### config.mk
export PLATFORM = sky130hd
export DESIGN_NAME = usb_data_buffer_flat
export DESIGN_NICKNAME = d
export VERILOG_FILES = /design/src/rtl/usb_pkg.sv /design/src/rtl/usb_data_buffer_if.sv /design/src/rtl/usb_buffer_ptr.sv /design/src/rtl/usb_data_buffer.sv /design/src/flat_wrapper.sv
export SDC_FILE = /design/constraint.sdc
export NUM_CORES = 1
export LEC_CHECK = 0
export BUFFER_PORTS_ARGS = -buffer_cell sky130_fd_sc_hd__buf_4
export CAP_MARGIN = 20
export CORE_MARGIN = 4
export CORE_UTILIZATION = 47
export DETAILED_ROUTE_END_ITERATION = 10
export GPL_TIMING_DRIVEN = 0
export PLACE_DENSITY = 0.59
export SLEW_MARGIN = 40
export SYNTH_ARGS = -nofsm -noshare
export SYNTH_HDL_FRONTEND = slang
export SYNTH_SLANG_ARGS = --single-unit
### constraint.sdc
create_clock -name clk -period 6.9 [get_ports clk]
set_input_delay 0 -clock clk [delete_from_list [all_inputs] [get_ports clk]]
set_output_delay 0 -clock clk [all_outputs]
set_load 0.01 [all_outputs]
### src/rtl/usb_pkg.sv
// Shared constants and types for the USB endpoint datapath.
// The data buffer sizes its storage and pointers from these.
package usb_pkg;

    localparam int BUFFER_DEPTH    = 64;
    localparam int BUFFER_OCC_BITS = 7;

    typedef logic [7:0] byte_t;

endpackage : usb_pkg

### src/rtl/usb_data_buffer_if.sv
// Strobe/data bundle between the endpoint data buffer and its producers/consumers
// (AHB slave, USB receiver, USB transmitter).
//
// Strobe semantics: every store_*/get_* strobe is a single-cycle request sampled
// on the rising clock edge. There is no ready/acknowledge: a push while full
// (without a pop) or a pop while empty (without a push) is silently dropped, and
// callers consult buffer_occupancy beforehand. flush/clear empty the buffer on
// the next edge and override any push or pop in the same cycle.
interface usb_data_buffer_if #(
    parameter int DATA_WIDTH = 8,
    parameter int OCC_BITS   = 7
);
    logic                  store_tx_data;
    logic [DATA_WIDTH-1:0] tx_data;
    logic                  store_rx_packet_data;
    logic [DATA_WIDTH-1:0] rx_packet_data;
    logic                  get_tx_packet_data;
    logic [DATA_WIDTH-1:0] tx_packet_data;
    logic                  get_rx_data;
    logic [DATA_WIDTH-1:0] rx_data;
    logic                  flush;
    logic                  clear;
    logic [OCC_BITS-1:0]   buffer_occupancy;

    modport master (
        output store_tx_data, tx_data,
        output store_rx_packet_data, rx_packet_data,
        output get_tx_packet_data, get_rx_data,
        output flush, clear,
        input  tx_packet_data, rx_data, buffer_occupancy
    );

    modport slave (
        input  store_tx_data, tx_data,
        input  store_rx_packet_data, rx_packet_data,
        input  get_tx_packet_data, get_rx_data,
        input  flush, clear,
        output tx_packet_data, rx_data, buffer_occupancy
    );

endinterface : usb_data_buffer_if

### src/rtl/usb_buffer_ptr.sv
// Wrapping FIFO pointer: the low bits address storage, the MSB is the lap bit.
// A synchronous clear returns the pointer to zero and beats any increment.
module usb_buffer_ptr #(
    parameter int OCC_BITS = 7
) (
    input  logic                clk,
    input  logic                n_rst,
    input  logic                clear,
    input  logic                inc,
    output logic [OCC_BITS-1:0] ptr
);

    logic [OCC_BITS-1:0] ptr_q;
    logic [OCC_BITS-1:0] ptr_d;

    always_comb begin
        ptr_d = ptr_q;
        if (clear) begin
            ptr_d = '0;
        end else if (inc) begin
            ptr_d = ptr_q + 1'b1;
        end
    end

    always_ff @(posedge clk or negedge n_rst) begin
        if (!n_rst) begin
            ptr_q <= '0;
        end else begin
            ptr_q <= ptr_d;
        end
    end

    assign ptr = ptr_q;

endmodule : usb_buffer_ptr

### src/rtl/usb_data_buffer.sv
// Shared first-word-fall-through byte FIFO feeding the USB transmitter and the AHB
// read path, filled by either the AHB slave or the USB receiver.
module usb_data_buffer
    import usb_pkg::*;
#(
    parameter int DEPTH      = BUFFER_DEPTH,
    parameter int DATA_WIDTH = 8,
    parameter int OCC_BITS   = $clog2(DEPTH) + 1
) (
    input  logic              clk,
    input  logic              n_rst,
    usb_data_buffer_if.slave  bus
);

    localparam int ADDR_BITS = OCC_BITS - 1;

    logic [DATA_WIDTH-1:0] mem_q [DEPTH];
    logic [DATA_WIDTH-1:0] mem_d [DEPTH];

    logic [OCC_BITS-1:0]   wptr;
    logic [OCC_BITS-1:0]   rptr;
    logic [OCC_BITS-1:0]   occupancy;
    logic                  full;
    logic                  empty;
    logic                  push_req;
    logic                  pop_req;
    logic                  empty_req;
    logic                  do_push;
    logic                  do_pop;
    logic [DATA_WIDTH-1:0] push_byte;

    // Pointer difference modulo 2*DEPTH distinguishes full from empty via the lap bit.
    assign occupancy = wptr - rptr;
    assign full      = (occupancy == OCC_BITS'(DEPTH));
    assign empty     = (occupancy == '0);

    assign push_req  = bus.store_rx_packet_data | bus.store_tx_data;
    assign pop_req   = bus.get_tx_packet_data | bus.get_rx_data;
    assign empty_req = bus.flush | bus.clear;

    // Receiver data wins a collision; the AHB byte is lost.
    assign push_byte = bus.store_rx_packet_data ? bus.rx_packet_data : bus.tx_data;

    // At full a simultaneous pop frees the slot; at empty a simultaneous push is
    // stored but not bypassed, so the pop is dropped.
    assign do_push = push_req & (~full | pop_req) & ~empty_req;
    assign do_pop  = pop_req & ~empty & ~empty_req;

    always_comb begin
        mem_d = mem_q;
        if (do_push) begin
            mem_d[wptr[ADDR_BITS-1:0]] = push_byte;
        end
    end

    always_ff @(posedge clk or negedge n_rst) begin
        if (!n_rst) begin
            for (int i = 0; i < DEPTH; i++) begin
                mem_q[i] <= '0;
            end
        end else begin
            mem_q <= mem_d;
        end
    end

    usb_buffer_ptr #(.OCC_BITS(OCC_BITS)) u_wptr (
        .clk   (clk),
        .n_rst (n_rst),
        .clear (empty_req),
        .inc   (do_push),
        .ptr   (wptr)
    );

    usb_buffer_ptr #(.OCC_BITS(OCC_BITS)) u_rptr (
        .clk   (clk),
        .n_rst (n_rst),
        .clear (empty_req),
        .inc   (do_pop),
        .ptr   (rptr)
    );

    assign bus.tx_packet_data   = mem_q[rptr[ADDR_BITS-1:0]];
    assign bus.rx_data          = mem_q[rptr[ADDR_BITS-1:0]];
    assign bus.buffer_occupancy = occupancy;

endmodule : usb_data_buffer

### src/flat_wrapper.sv
// flat-port wrapper written by rule: the top's interface ports become plain ports
module usb_data_buffer_flat import usb_pkg::*;
#(
    parameter int DEPTH      = BUFFER_DEPTH,
    parameter int DATA_WIDTH = 8,
    parameter int OCC_BITS   = $clog2(DEPTH) + 1
)
  (clk, n_rst, bus_store_tx_data, bus_tx_data, bus_store_rx_packet_data, bus_rx_packet_data, bus_get_tx_packet_data, bus_get_rx_data, bus_flush, bus_clear, bus_tx_packet_data, bus_rx_data, bus_buffer_occupancy);
  usb_data_buffer_if #(.DATA_WIDTH(DATA_WIDTH), .OCC_BITS(OCC_BITS)) bus_i ();
  input  logic clk;
  input  logic n_rst;
  input wire logic [$bits(bus_i.store_tx_data)-1:0] bus_store_tx_data;
  input wire logic [$bits(bus_i.tx_data)-1:0] bus_tx_data;
  input wire logic [$bits(bus_i.store_rx_packet_data)-1:0] bus_store_rx_packet_data;
  input wire logic [$bits(bus_i.rx_packet_data)-1:0] bus_rx_packet_data;
  input wire logic [$bits(bus_i.get_tx_packet_data)-1:0] bus_get_tx_packet_data;
  input wire logic [$bits(bus_i.get_rx_data)-1:0] bus_get_rx_data;
  input wire logic [$bits(bus_i.flush)-1:0] bus_flush;
  input wire logic [$bits(bus_i.clear)-1:0] bus_clear;
  output wire logic [$bits(bus_i.tx_packet_data)-1:0] bus_tx_packet_data;
  output wire logic [$bits(bus_i.rx_data)-1:0] bus_rx_data;
  output wire logic [$bits(bus_i.buffer_occupancy)-1:0] bus_buffer_occupancy;
  assign bus_i.store_tx_data = bus_store_tx_data;
  assign bus_i.tx_data = bus_tx_data;
  assign bus_i.store_rx_packet_data = bus_store_rx_packet_data;
  assign bus_i.rx_packet_data = bus_rx_packet_data;
  assign bus_i.get_tx_packet_data = bus_get_tx_packet_data;
  assign bus_i.get_rx_data = bus_get_rx_data;
  assign bus_i.flush = bus_flush;
  assign bus_i.clear = bus_clear;
  assign bus_tx_packet_data = bus_i.tx_packet_data;
  assign bus_rx_data = bus_i.rx_data;
  assign bus_buffer_occupancy = bus_i.buffer_occupancy;
  usb_data_buffer #(.DEPTH(DEPTH), .DATA_WIDTH(DATA_WIDTH), .OCC_BITS(OCC_BITS)) u_core (.clk(clk), .n_rst(n_rst), .bus(bus_i));
endmodule
**After elaboration in Yosys (flattened, before gate mapping)**

Cells that the tools add are included.

- Register bits: 526
- Input port bits: 24
- Output and inout port bits: 23

- Add/sub/neg operators: 3
- Order comparisons: 3
- Eq/ne operators: 1
- Mux-type cells: 11
- Bitwise operators: 13
- Reductions and logical operators: 4

Operators by type and width:

| kind | count |
|---|---|
| $bwmux W512 | 1 |
| $bmux W8 S6 | 1 |
| $demux W8 S6 | 1 |
| $mux W8 | 4 |
| $mux W7 | 4 |
| $add A7 B1 Y7 const B | 2 |
| $ge A7 B7 Y1 const B | 2 |
| $not A6 Y7 | 2 |
| $eq A7 B7 Y1 const B | 1 |
| $logic_not A7 Y1 | 1 |
| $lt A7 B1 Y1 const B | 1 |
| $sub A7 B7 Y7 | 1 |
| $and A1 B1 Y1 | 4 |
| $or A1 B1 Y1 | 4 |
| $reduce_bool A2 Y1 | 2 |
| $not A1 Y1 | 3 |
| $logic_and A1 B1 Y1 | 1 |

**Depth between registers and ports, before layout**

- Depth in word-level cells: 8
- Mapped depth: 15
- Mapped depth without buffers: 11

**Hierarchy**

From an unflattened synthesis, not the netlist that was laid out.

- Cells, all modules: 1751
- Area total of the unflattened synthesis: 24109.4 sq um

Modules (own cells, without submodules):

| module | times used | cells each | area each (sq um) |
|---|---|---|---|
| usb_data_buffer | 1 | 1693 | 23493.8 |
| usb_buffer_ptr | 2 | 29 | 307.8 |

**Least setup slack after synthesis**

Ideal clock, no wire load.

- Kind: register -> register
- Start point: register u_core.u_rptr.ptr_q[2] (netlist: u_core.u_rptr.ptr[2])
- End point: register u_core.mem_q[448] (netlist bit)
- Arrival: 3.727 ns
- Required time: 6.775 ns
- Slack: 3.049 ns
- Stages on the path, launching flop included: 13
- Path buffers: 3
- Period minus slack after synthesis: 3.851 ns
- Cells stage by stage: dfrtp_1 clkbuf_1 clkinv_1 buf_1 ha_1 o21ai_0 a21oi_1 o311ai_1 or4b_1 buf_2 nor3_4 nor4b_2 mux2_2

- Cells in the longest elaborated chain, start to end: 6

Ends and longest elaborated chain:

| item | line | source |
|---|---|---|
| start: declaration | usb_buffer_ptr.sv:13 | `logic [OCC_BITS-1:0] ptr_q;` |
| start signal: assignment | usb_buffer_ptr.sv:29 | `ptr_q <= ptr_d;` |
| $sub A7 B7 Y7 | usb_data_buffer.sv:33 | `assign occupancy = wptr - rptr;` |
| via bus_buffer_occupancy[5] | flat_wrapper.sv:22 | `output wire logic [$bits(bus_i.buffer_occupancy)-1:0] bus_buffer_occupancy;` |
| $eq A7 B7 Y1 | usb_data_buffer.sv:34 | `assign full = (occupancy == OCC_BITS'(DEPTH));` |
| $not A1 Y1 | usb_data_buffer.sv:46 | `assign do_push = push_req & (~full \| pop_req) & ~empty_req;` |
| $or A1 B1 Y1 | usb_data_buffer.sv:46 |  |
| $and A1 B1 Y1 (2 in series) | usb_data_buffer.sv:46 |  |
| end signal: assignment | usb_data_buffer.sv:62 | `mem_q <= mem_d;` |
| end: declaration | usb_data_buffer.sv:17 | `logic [DATA_WIDTH-1:0] mem_q [DEPTH];` |

The timed path passes the listed nets, and every way through them passes these cells.
A chain may end at the register's enable or synchronous reset.

**Worst setup path in the final report**

- Start point: register u_core.u_rptr.ptr_q[2] (netlist: u_core.u_rptr.ptr[2])
- End point: register u_core.u_rptr.ptr_q[0] (netlist: u_core.u_rptr.ptr[0])

- Cells in the longest elaborated chain, start to end: 6

Ends and longest elaborated chain:

| item | line | source |
|---|---|---|
| $sub A7 B7 Y7 | usb_data_buffer.sv:33 |  |
| $logic_not A7 Y1 | usb_data_buffer.sv:35 | `assign empty = (occupancy == '0);` |
| $not A1 Y1 | usb_data_buffer.sv:47 | `assign do_pop = pop_req & ~empty & ~empty_req;` |
| $and A1 B1 Y1 (2 in series) | usb_data_buffer.sv:47 |  |
| $reduce_bool A2 Y1 (no source line) | -- |  |

Every way passes these cells.

==> qor.yml <==
drv_cap: 0
timing.fmax_ghz: 0.185
cpMostUsedCell: "buf_2"
met1_length_mm: 31.8
p_per_area_nw_per_um2: 256
die_y_um: 238
die_x_um: 238
final-setup-viol-count: 0
wl_met3_mm: 5.86
slowest_stage: "o21ai_0"
io_pins: 47
grt-ovfl-total: 0
postRouteAntennaNets: 0
drt_drc_violations_left: 0
dp_cells: 2694
worst_slack_ns: 1.50
die-area_um2: 56600
avgSynthCellArea_um2: 12.7
status: "completed"
start_kind: "register"
synth_top_cells_by_area: "dfrtp_1, mux4_2, mux2_2, o21ai_0, nand2_1"
worstPathArrival_ns: 5.87
grtUsageTotal_pct: 26.2
rr_endpoint: "u_core.u_rptr.ptr[0]"
vdd_ir_drop_max_mv: 0.178
reg2reg_slack_ns: 1.50
crit_required_ns: 7.36
min_path_cells: 3
tritoncts: "done"
yosys.area.top_type: "dfrtp_1"
fin_skew_ns: 0.0177
hold_path.class: "input port to register"
synth_edf_count: 0
drt_wl_total_mm: 72.9
clkTransAtPathRegs_ns: 0.06
synthFlopType: "dfrtp_1"
vias: 16869
synth_warnings: 0
ys_seq_elements: 526
hold_viol: 0
grt_max_degree: 79
yosysSeqAreaShare_pct: 52.9
post-dp-hpwl_mm: 53.0
cts_max_level: 2
insertion_delay_ns: 0.61
placementRows: 84
numCtsBuffers: 55
core-area_um2: 52400
critPathCaptureType: "register"
crit_buf_inv: 6
reg2reg_depth: 14
place_worst_setup_slack_ns: 1.72
yosysTopAreaCellShare_pct: 52.9
viasPerCell: 6.00
antenna_found_initial: 3
clock_path_buffers: 3
final_nets: 2113
netlist_area_um2: 24900
place.port_buffers: 45
drtPass1Iterations: 7
postSynthNetCount: 1986
grt_pass1_vias: 17103
slew_headroom_pct: 37.4
grt_pass1_wl_mm: 111
instances_no_fill: 2812
clock_sinks: 526
cts_root_buf: "clkbuf_16"
cpPeakStageDelay_ns: 0.68
critical_path.top_delay_family: "buffers and inverters"
hold_start: "bus_rx_packet_data[0]"
start_util_pct: 47.4
rsz0062_at_grt: "no"
worst-path-max-fanout: 10
syn_to_final_growth_pct: 14.5
regToRegStartpoint: "u_core.u_rptr.ptr[2]"
dr.max_layer_used: "met5"
slew_viol_final: 0
power.leakage_nw: 12.2
ys_types: 51
layout-drive-gt1-share_pct: 30.2
detail_route.iter0.violations: 1639
crit_chain: "clkbuf_1, clkinv_1, buf_2, ha_1, nand2b_1, a21oi_1, a31oi_1, xor2_1, buf_2, inv_1, o21ai_0, buf_2, xor2_1, nor2_1"
path_class: "register to register"
dr_wl_met2_mm: 32.6
gp_congestion: 0.956
postLayoutCoreUtil_pct: 54.3
period_needed_ns: 5.40
detail_route.wl_per_cell_um: 25.9
synth_async_sr_flop_share_pct: 100
synth_top_cells_by_count: "dfrtp_1, nand2_1, o21ai_0, mux2_2, mux4_2"
holdPathEnd: "u_core.mem_q[440]"
postSynthCellCount: 1953
synth.most_common_cell: "dfrtp_1"
fin_tns_setup_ns: 0
period_share_pct: 78.3
worstMarginPinSlew_ns: 0.934
-- worst min-delay path, cell delays in order --
cell    delay [ns]
buf_4         0.08
mux2_2        0.34
mux2_2        0.21
-- final cells by class --
cell class	instances	area, µm²
Inverter	12	45.0
Fill cell	4447	24000
Timing Repair Buffer	70	744
Antenna cell	1	2.50
Clock inverter	14	213
Buffer	170	772
Sequential cell	526	13200
Tap cell	688	861
Multi-Input combinational cell	1245	11000
Clock buffer	86	1640
-- metrics by stage --
stage | hold slack [ns] | cell area, µm² | total power (W)
4_1_cts | 0.0169 | 28400 | 0.00735
3_5_place_dp | -0.0562 | 26400 | 0.00429
5_1_grt | 0.0443 | 28500 | 0.00756
2_1_floorplan | -0.296 | 24900 | 0.00382
6_report | 0.0580 | 28500 | 0.00730
3_3_place_gp | 0.350 | 26100 | 0.00425
-- report_power, final --
part	total (W)	internal, W	switching, W
Clock	0.00305	0.00182	0.00123
Sequential	0.00316	0.00314	0.0000266
Combinational	0.00108	0.000365	0.000717
Total	0.00730	0.00532	0.00198
-- worst max-delay path by stage --
stage	start	to	slack, ns	cells after the start
after global routing	u_core.u_rptr.ptr[2]	u_core.u_rptr.ptr[6]	1.21	14
after global placement	n_rst	u_core.mem_q[333]	0.27	1
final	u_core.u_rptr.ptr[2]	u_core.u_rptr.ptr[0]	1.50	14
after detailed placement	u_core.u_rptr.ptr[2]	u_core.u_rptr.ptr[0]	1.72	14
after CTS	u_core.u_rptr.ptr[2]	u_core.u_rptr.ptr[2]	1.64	14
after floorplan	u_core.u_rptr.ptr[2]	u_core.mem_q[448]	3.05	12
-- layout by cell type, fill, tap and decap left out, drive strengths merged, types with 4 or more instances in the layout --
master and instances:
nand3 11, mux2 208, nor3 29, and2 7
a31oi 6, or2 4, buf 119, nor2b 4
and3 6, clkbuf 193, nand2b 5, o311ai 37
nand2 338, a211oi 5, ha 8, dlygate4sd3 14
dfrtp 526, inv 10, mux2i 8, a22oi 6
clkinv 10, mux4 160, nor2 26, or3 14
bufinv 5, o21ai 326, a21oi 14
-- registers in the layout, indices dropped and copies added (netlist names) --
name,flops
u_core.mem_q,512
u_core.u_rptr.ptr,7
u_core.u_wptr.ptr,7
-- metal layers --
metal / vias up / track usage (%)
met5: - / 0
met4: 6 / 8.64
met3: 126 / 5.69
met2: 617 / 39.3
met1: 8767 / 38.4
li1: 7353 / -
-- kinds of logic (layout without fill, tap and decap cells) --
family	after synthesis	in the layout	synth area share [%]
compound gates	402	402	10.6
xor+xnor	6	6	0.211
fa+ha+maj	9	9	0.483
buf+inv	182	352	3.17
flops	526	526	52.9
mux	376	376	24.2
other cells	0	1	0
simple gates	452	452	8.34
-- repair_timing --
| item | 4_1_cts | 5_1_grt |
|---|---|---|
| endpoints found under the hold margin | 173 | 0 |
| setup buffers | 0 | 0 |
| resized for setup | 0 | 0 |
| hold buffers | 15 | 0 |
No activity file was read; power rests on OpenSTA's default activity.
